### src/rtl/icache_lite.sv
// Direct-mapped instruction cache, 4-word lines, single outstanding line fill.
// Hits return the word one cycle after address capture; misses stall in MISS until mem_ack.

module icache_line #(
  parameter int XLEN  = 32,
  parameter int TAG_W = 24
) (
  input  logic                 clk,
  input  logic                 rst_n,
  input  logic                 clr,
  input  logic                 wr,
  input  logic [TAG_W-1:0]     wtag,
  input  logic [3:0][XLEN-1:0] wdata,
  output logic                 valid,
  output logic [TAG_W-1:0]     tag,
  output logic [3:0][XLEN-1:0] data
);
  // wr (MISS) and clr (FLUSH) never coincide
  always_ff @(posedge clk) begin
    if (!rst_n)   valid <= 1'b0;
    else if (wr)  valid <= 1'b1;
    else if (clr) valid <= 1'b0;
  end

  always_ff @(posedge clk) begin
    if (wr) begin
      tag  <= wtag;
      data <= wdata;
    end
  end
endmodule

module icache_lite #(
  parameter int NUM_LINES = 16,
  parameter int XLEN      = 32
) (
  input  logic              clk,
  input  logic              rst_n,
  input  logic [XLEN-1:0]   if_addr,
  input  logic              if_req,
  input  logic              if_req_kill,
  input  logic              if_icache_flush,
  output logic              if_ack,
  output logic [XLEN-1:0]   if_r_data,
  output logic              mem_req,
  output logic [XLEN-1:0]   mem_addr,
  input  logic [4*XLEN-1:0] mem_r_data,
  input  logic              mem_ack
);
  localparam int IDX_W = $clog2(NUM_LINES);
  localparam int TAG_W = XLEN - 4 - IDX_W;
  localparam logic [IDX_W-1:0] LAST_IDX = IDX_W'(NUM_LINES - 1);

  typedef enum logic [1:0] {S_IDLE, S_LOOKUP, S_MISS, S_FLUSH} state_t;

  state_t           state;
  logic [XLEN-1:0]  req_addr;
  logic             killed;
  logic             flush_pend;
  logic [IDX_W-1:0] flush_cnt;

  logic [IDX_W-1:0] req_idx;
  logic [TAG_W-1:0] req_tag;
  logic [1:0]       req_off;
  logic             hit;
  logic             fill_we;
  logic             unused_bits;

  logic [NUM_LINES-1:0]                 line_valid;
  logic [NUM_LINES-1:0][TAG_W-1:0]      line_tag;
  logic [NUM_LINES-1:0][3:0][XLEN-1:0]  line_data;
  logic [3:0][XLEN-1:0]                 fill_words;

  assign req_idx     = req_addr[4 +: IDX_W];
  assign req_tag     = req_addr[XLEN-1 -: TAG_W];
  assign req_off     = req_addr[3:2];
  assign unused_bits = ^req_addr[1:0];
  assign fill_words  = mem_r_data;
  assign fill_we     = rst_n && (state == S_MISS) && mem_ack;

  assign hit = line_valid[req_idx] && (line_tag[req_idx] == req_tag);

  // kill and flush suppress the ack combinationally in the cycle they arrive
  assign if_ack    = rst_n && (state == S_LOOKUP) && hit && !if_req_kill && !if_icache_flush;
  assign if_r_data = if_ack ? line_data[req_idx][req_off] : '0;

  for (genvar i = 0; i < NUM_LINES; i++) begin : g_line
    icache_line #(.XLEN(XLEN), .TAG_W(TAG_W)) u_line (
      .clk   (clk),
      .rst_n (rst_n),
      .clr   ((state == S_FLUSH) && (flush_cnt == IDX_W'(i))),
      .wr    (fill_we && (req_idx == IDX_W'(i))),
      .wtag  (req_tag),
      .wdata (fill_words),
      .valid (line_valid[i]),
      .tag   (line_tag[i]),
      .data  (line_data[i])
    );
  end

  always_ff @(posedge clk) begin
    if (!rst_n) begin
      state      <= S_IDLE;
      req_addr   <= '0;
      killed     <= 1'b0;
      flush_pend <= 1'b0;
      flush_cnt  <= '0;
      mem_req    <= 1'b0;
      mem_addr   <= '0;
    end else begin
      case (state)
        S_IDLE: begin
          if (if_icache_flush) state <= S_FLUSH;
          else if (if_req) begin
            req_addr <= if_addr;
            state    <= S_LOOKUP;
          end
        end
        S_LOOKUP: begin
          if (if_icache_flush) state <= S_FLUSH;
          else if (if_req_kill || hit) begin
            if (if_req) req_addr <= if_addr;
            else        state    <= S_IDLE;
          end else begin
            state    <= S_MISS;
            mem_req  <= 1'b1;
            mem_addr <= {req_addr[XLEN-1:4], 4'b0};
          end
        end
        S_MISS: begin
          // the fill always lands; kill/flush only redirect where we go afterwards
          if (mem_ack) begin
            mem_req    <= 1'b0;
            killed     <= 1'b0;
            flush_pend <= 1'b0;
            if (flush_pend || if_icache_flush)  state <= S_FLUSH;
            else if (killed || if_req_kill)     state <= S_IDLE;
            else                                state <= S_LOOKUP;
          end else begin
            if (if_req_kill)     killed     <= 1'b1;
            if (if_icache_flush) flush_pend <= 1'b1;
          end
        end
        S_FLUSH: begin
          if (flush_cnt == LAST_IDX) begin
            flush_cnt <= '0;
            state     <= S_IDLE;
          end else begin
            flush_cnt <= flush_cnt + 1'b1;
          end
        end
        default: state <= S_IDLE;
      endcase
    end
  end
endmodule

### config.mk
export PLATFORM = sky130hd
export DESIGN_NAME = icache_lite
export DESIGN_NICKNAME = d
export VERILOG_FILES = /design/src/rtl/icache_lite.sv
export SDC_FILE = /design/constraint.sdc
export NUM_CORES = 2
export LEC_CHECK = 0
export ABC_AREA = 1
export CAP_MARGIN = 20
export CORE_ASPECT_RATIO = 1.2
export CORE_MARGIN = 4
export CORE_UTILIZATION = 26
export DETAILED_ROUTE_END_ITERATION = 7
export GPL_TIMING_DRIVEN = 0
export PLACE_DENSITY = 0.39
export SLEW_MARGIN = 25
export SYNTH_ARGS = -nofsm -noshare
export SYNTH_HDL_FRONTEND = slang
export SYNTH_HIERARCHICAL = 1
export SYNTH_SLANG_ARGS = --single-unit
### constraint.sdc
create_clock -name clk -period 21.6 [get_ports clk]
set_input_delay 2.16 -clock clk [delete_from_list [all_inputs] [get_ports clk]]
set_output_delay 2.16 -clock clk [all_outputs]
set_load 0.01 [all_outputs]
==> flow_results.org <==
** Setup path
- The startpoint identified for the worst register-to-register timing path is req_addr[6].
- Measured in cells, the most critical reg-to-reg path has a length of 12.
- Worst Setup End Kind :: output port
- Worst Path Required :: approximately 20000 ps
- Maximum net fanout on the critical path :: 10
- The critical path starts at req_addr[5].
- The endpoint identified for the worst register-to-register timing path is g_line[1].u_line/data[33].
- The setup check on the worst reg-to-reg path leaves a slack of between 15000 and 20000 ps.
- Critical path start-end classification :: reg2out
- CP arrival :: roughly 8000 ps
- The worst setup path is launched from a flop.
- End point of the critical path :: if_r_data[12]

** Synth
- Synthesized instance count :: 7036
- Count of distinct cell types in the synthesized netlist :: 37
- The Yosys step of the flow raised 6 warnings.
- Synth Area per Inst :: roughly 14 µm²
- Total standard cell area after synthesis :: between 0.09 and 0.1 mm²
- The most used flip-flop cell after synthesis is edfxtp_1.
- Share of synthesized registers carrying an async set or reset :: 0%
- Sequential cells were found to cover roughly 77% of the synthesized design area.
- Number of flip-flops and latches in the synthesized netlist :: ~2500
- The synthesized design contains approximately 2400 enable-type register cells.

** Timing
- Max Fclk :: around 100 MHz
- Setup-failing EPs final :: 0
- Fin crit share :: 46.4%
- Setup repair after global routing left no endpoint under its margin.
- Post-Route Skew :: about 61 ps
- The tightest hold path in the finished design has a slack of around 460 ps.
- Hold Fails Final Rpt :: 0
- Shortest period the worst path allows :: 10030 ps
- Least-Margin Pin Slew :: 1220 ps
- Setup total negative slack on the finished layout was measured at 0 ps.
- Measured against its own limit, the worst slew margin works out to about a fifth.
- Max-slew violations :: 0

** Placed design
- Once placement finished, the instance area stood at roughly 0.11 mm².
- Number of buffers inserted by port buffering :: between 200 and 250
- Weighted congestion at the end of routability-driven global placement :: around 0.85
- Placed Cells :: about 12000
- Once detailed placement completed, the half-perimeter wirelength came to approximately 300000 µm.

** Floorplanning
- Die extent in y :: between 600 and 700 µm
- The die covers 0.382 mm².
- Width of the die :: about 560 µm
- Pin placement for this block handled 232 I/O pins.
- Row count :: ~250
- Core footprint :: roughly 0.37 mm²
- Starting density of the core :: 26.1%

** Clock network
- Max Root-Sink Buffers :: 4
- The clock net in this run drives a total of between 2000 and 3000 sinks.
- Clock latency on the worst-skew pair :: ~910 ps
- CTS Root Buffer Type :: clkbuf_16
- Buffers added to address setup during post-CTS repair amount to 0.
- TritonCTS built the clock tree.
- The number of gates resized after CTS was 0.
- TritonCTS Buffers :: around 290
- H-tree depth :: 5
- Clock transition at path regs :: 60 ps
- In this run, post-CTS hold repair placed 0 buffers.

** Min path
- The min-delay analysis places its worst path in the category reg2reg.
- The worst hold path begins at killed.

** Global route
- The number of global-route vias before repair was between 60000 and 70000.
- Global route total overflow :: 0
- Entering global routing, the biggest net connects 25 pins.
- Wire length of the first global-routing pass :: 561000 µm
- In the global route stage, overall resource usage came out at a little over a fifth.
- The number of antenna violations at the first check in global routing is just over 80.

** Power and ir drop
- VDD IR max :: ~0.067 mV
- Power per cell area :: between 90 and 100 mW/mm²
- In this run the static leakage power is 39.5 nW.
- The design draws around 12 mW.

** Finish
- Most common cell after layout, fill and taps aside :: edfxtp_1
- In the layout the commonest cells are 2432 x edfxtp_1, 1154 x nand2_1, 914 x nor3_1.
- P&R area growth vs syn :: 24.3%
- The multi-input combinational cells in the finished layout cover a total of ~0.02 mm².
- Number of inserted filler cells in the final layout :: 36800
- Fraction of final layout cells with drive strength greater than 1 :: between 10% and 20%
- Summing all flip-flop and latch instances after layout gives roughly 0.075 mm².
- Final net count :: 7953
- The finished cells cover 0.120 mm².
- Final std cells w/o fill :: between 10000 and 15000

** Route
- After detailed routing, the number of remaining DRC violations is 0.
- Count of antenna-violating nets left after detailed routing :: 0
- Post-DR vias/cell :: between 5 and 6
- The first detailed-routing pass took 7 iterations.
- The detailed router finished its first iteration with around 6800 violations.
- Wire length per cell after detailed routing :: roughly 32 µm
- Vias :: approximately 66000
- Drt total wl :: approximately 420000 µm

** Run status
- The run finished with clean final reports.

** Flow run
- Max-capacitance violation count :: 0
==> where the power goes <==
part / total (mW) / switching, mW / internal (mW)
clock: 4.80 / 2.06 / 2.74
sequential: 5.46 / 0.0551 / 5.40
combinational: 1.61 / 1.22 / 0.395
==> worst max-delay path, cell delays in order, from the launching register on <==
cell and delay, ps:
dfxtp_1 470, buf_2 430, buf_2 330, buf_2 730, clkbuf_1 510, clkbuf_1 780
nor3_1 140, o31ai_1 720, a41oi_1 320, o21ai_0 730, o21ai_0 210, nor2_1 850
clkdlybuf4s50_1 700
==> layer usage <==
layer,global-route usage [%],vias to the layer above,share of wire (%)
met5,0,-,0.055
met2,35.6,2487,49
met1,26.3,34100,40
met3,3.49,702,6.3
met4,10.2,36,5.1
li1,-,28400,-
==> cell usage after synthesis (all sizes together) (3+ instances only) <==
library cell     n  area, µm²
a211oi          19        143
a21oi           97        546
a221oi          60        526
a22o             3       26.3
a31oi            7       43.8
buf            181        876
clkbuf         312       1170
dfxtp           83       1660
edfxtp        2432      73000
ha               4       50.1
inv            107        402
nand2         1157       4350
nand3           52        260
nand4            4       25.0
nor2           537       2020
nor3           915       4580
o2111ai         50        438
o211ai           4       30.0
o21ai          260       1300
o21bai           3       22.5
o221ai         163       1430
o22ai          417       2610
o31ai          161       1210
==> worst min-delay path by stage <==
stage,endpoint,slack [ps],cells past startpoint
floorplan,flush_pend,430,2
global placement,killed,450,2
global route,g_line[13].u_line/valid,490,2
detailed placement,killed,450,2
finish,killed,460,2
CTS,mem_addr[10],470,2
==> state kept, by name (all words and copies together) (netlist names) <==
signal / flops
mem_req: 1
flush_pend: 1
g_line.u_line/tag: 384
mem_addr: 28
flush_cnt: 4
g_line.u_line/valid: 16
req_addr: 30
g_line.u_line/data: 2048
state: 2
killed: 1
==> kinds of logic (layout without fill, tap and decap cells) <==
kind of cell | after synthesis | in the layout | share of synthesized area, %
and+or+nand+nor | 2667 | 2667 | 11.6
DFF | 2515 | 2515 | 77.2
AOI/OAI and AO/OA | 1247 | 1247 | 8.62
buffers and inverters | 601 | 1571 | 2.53
adders and majority gates | 4 | 4 | 0.0517
other | 1 | 58 | 0.00387
xor gates and xnor gates | 1 | 1 | 0.00905
==> area by class of cell <==
type / instances / share of cell area, %
Tap cell: 4940 / 5.14
Buffer: 493 / 1.79
Timing Repair Buffer: 454 / 6.48
Inverter: 108 / 0.337
Sequential cell: 2515 / 62.1
Clock buffer: 349 / 6.33
Multi-Input combinational cell: 3923 / 16.5
Clock inverter: 167 / 1.19
Antenna cell: 54 / 0.112
==> metrics by stage <==
| step | utilization, % | setup WS [ps] |
|---|---|---|
| after floorplan | - | 11780 |
| after global placement | 28.4 | -2260 |
| after detailed placement | 30.0 | 12330 |
| after CTS | 32.4 | 11330 |
| after global routing | 32.4 | 11570 |
| final | 32.4 | 11570 |
No activity file was read; power rests on OpenSTA's default activity.
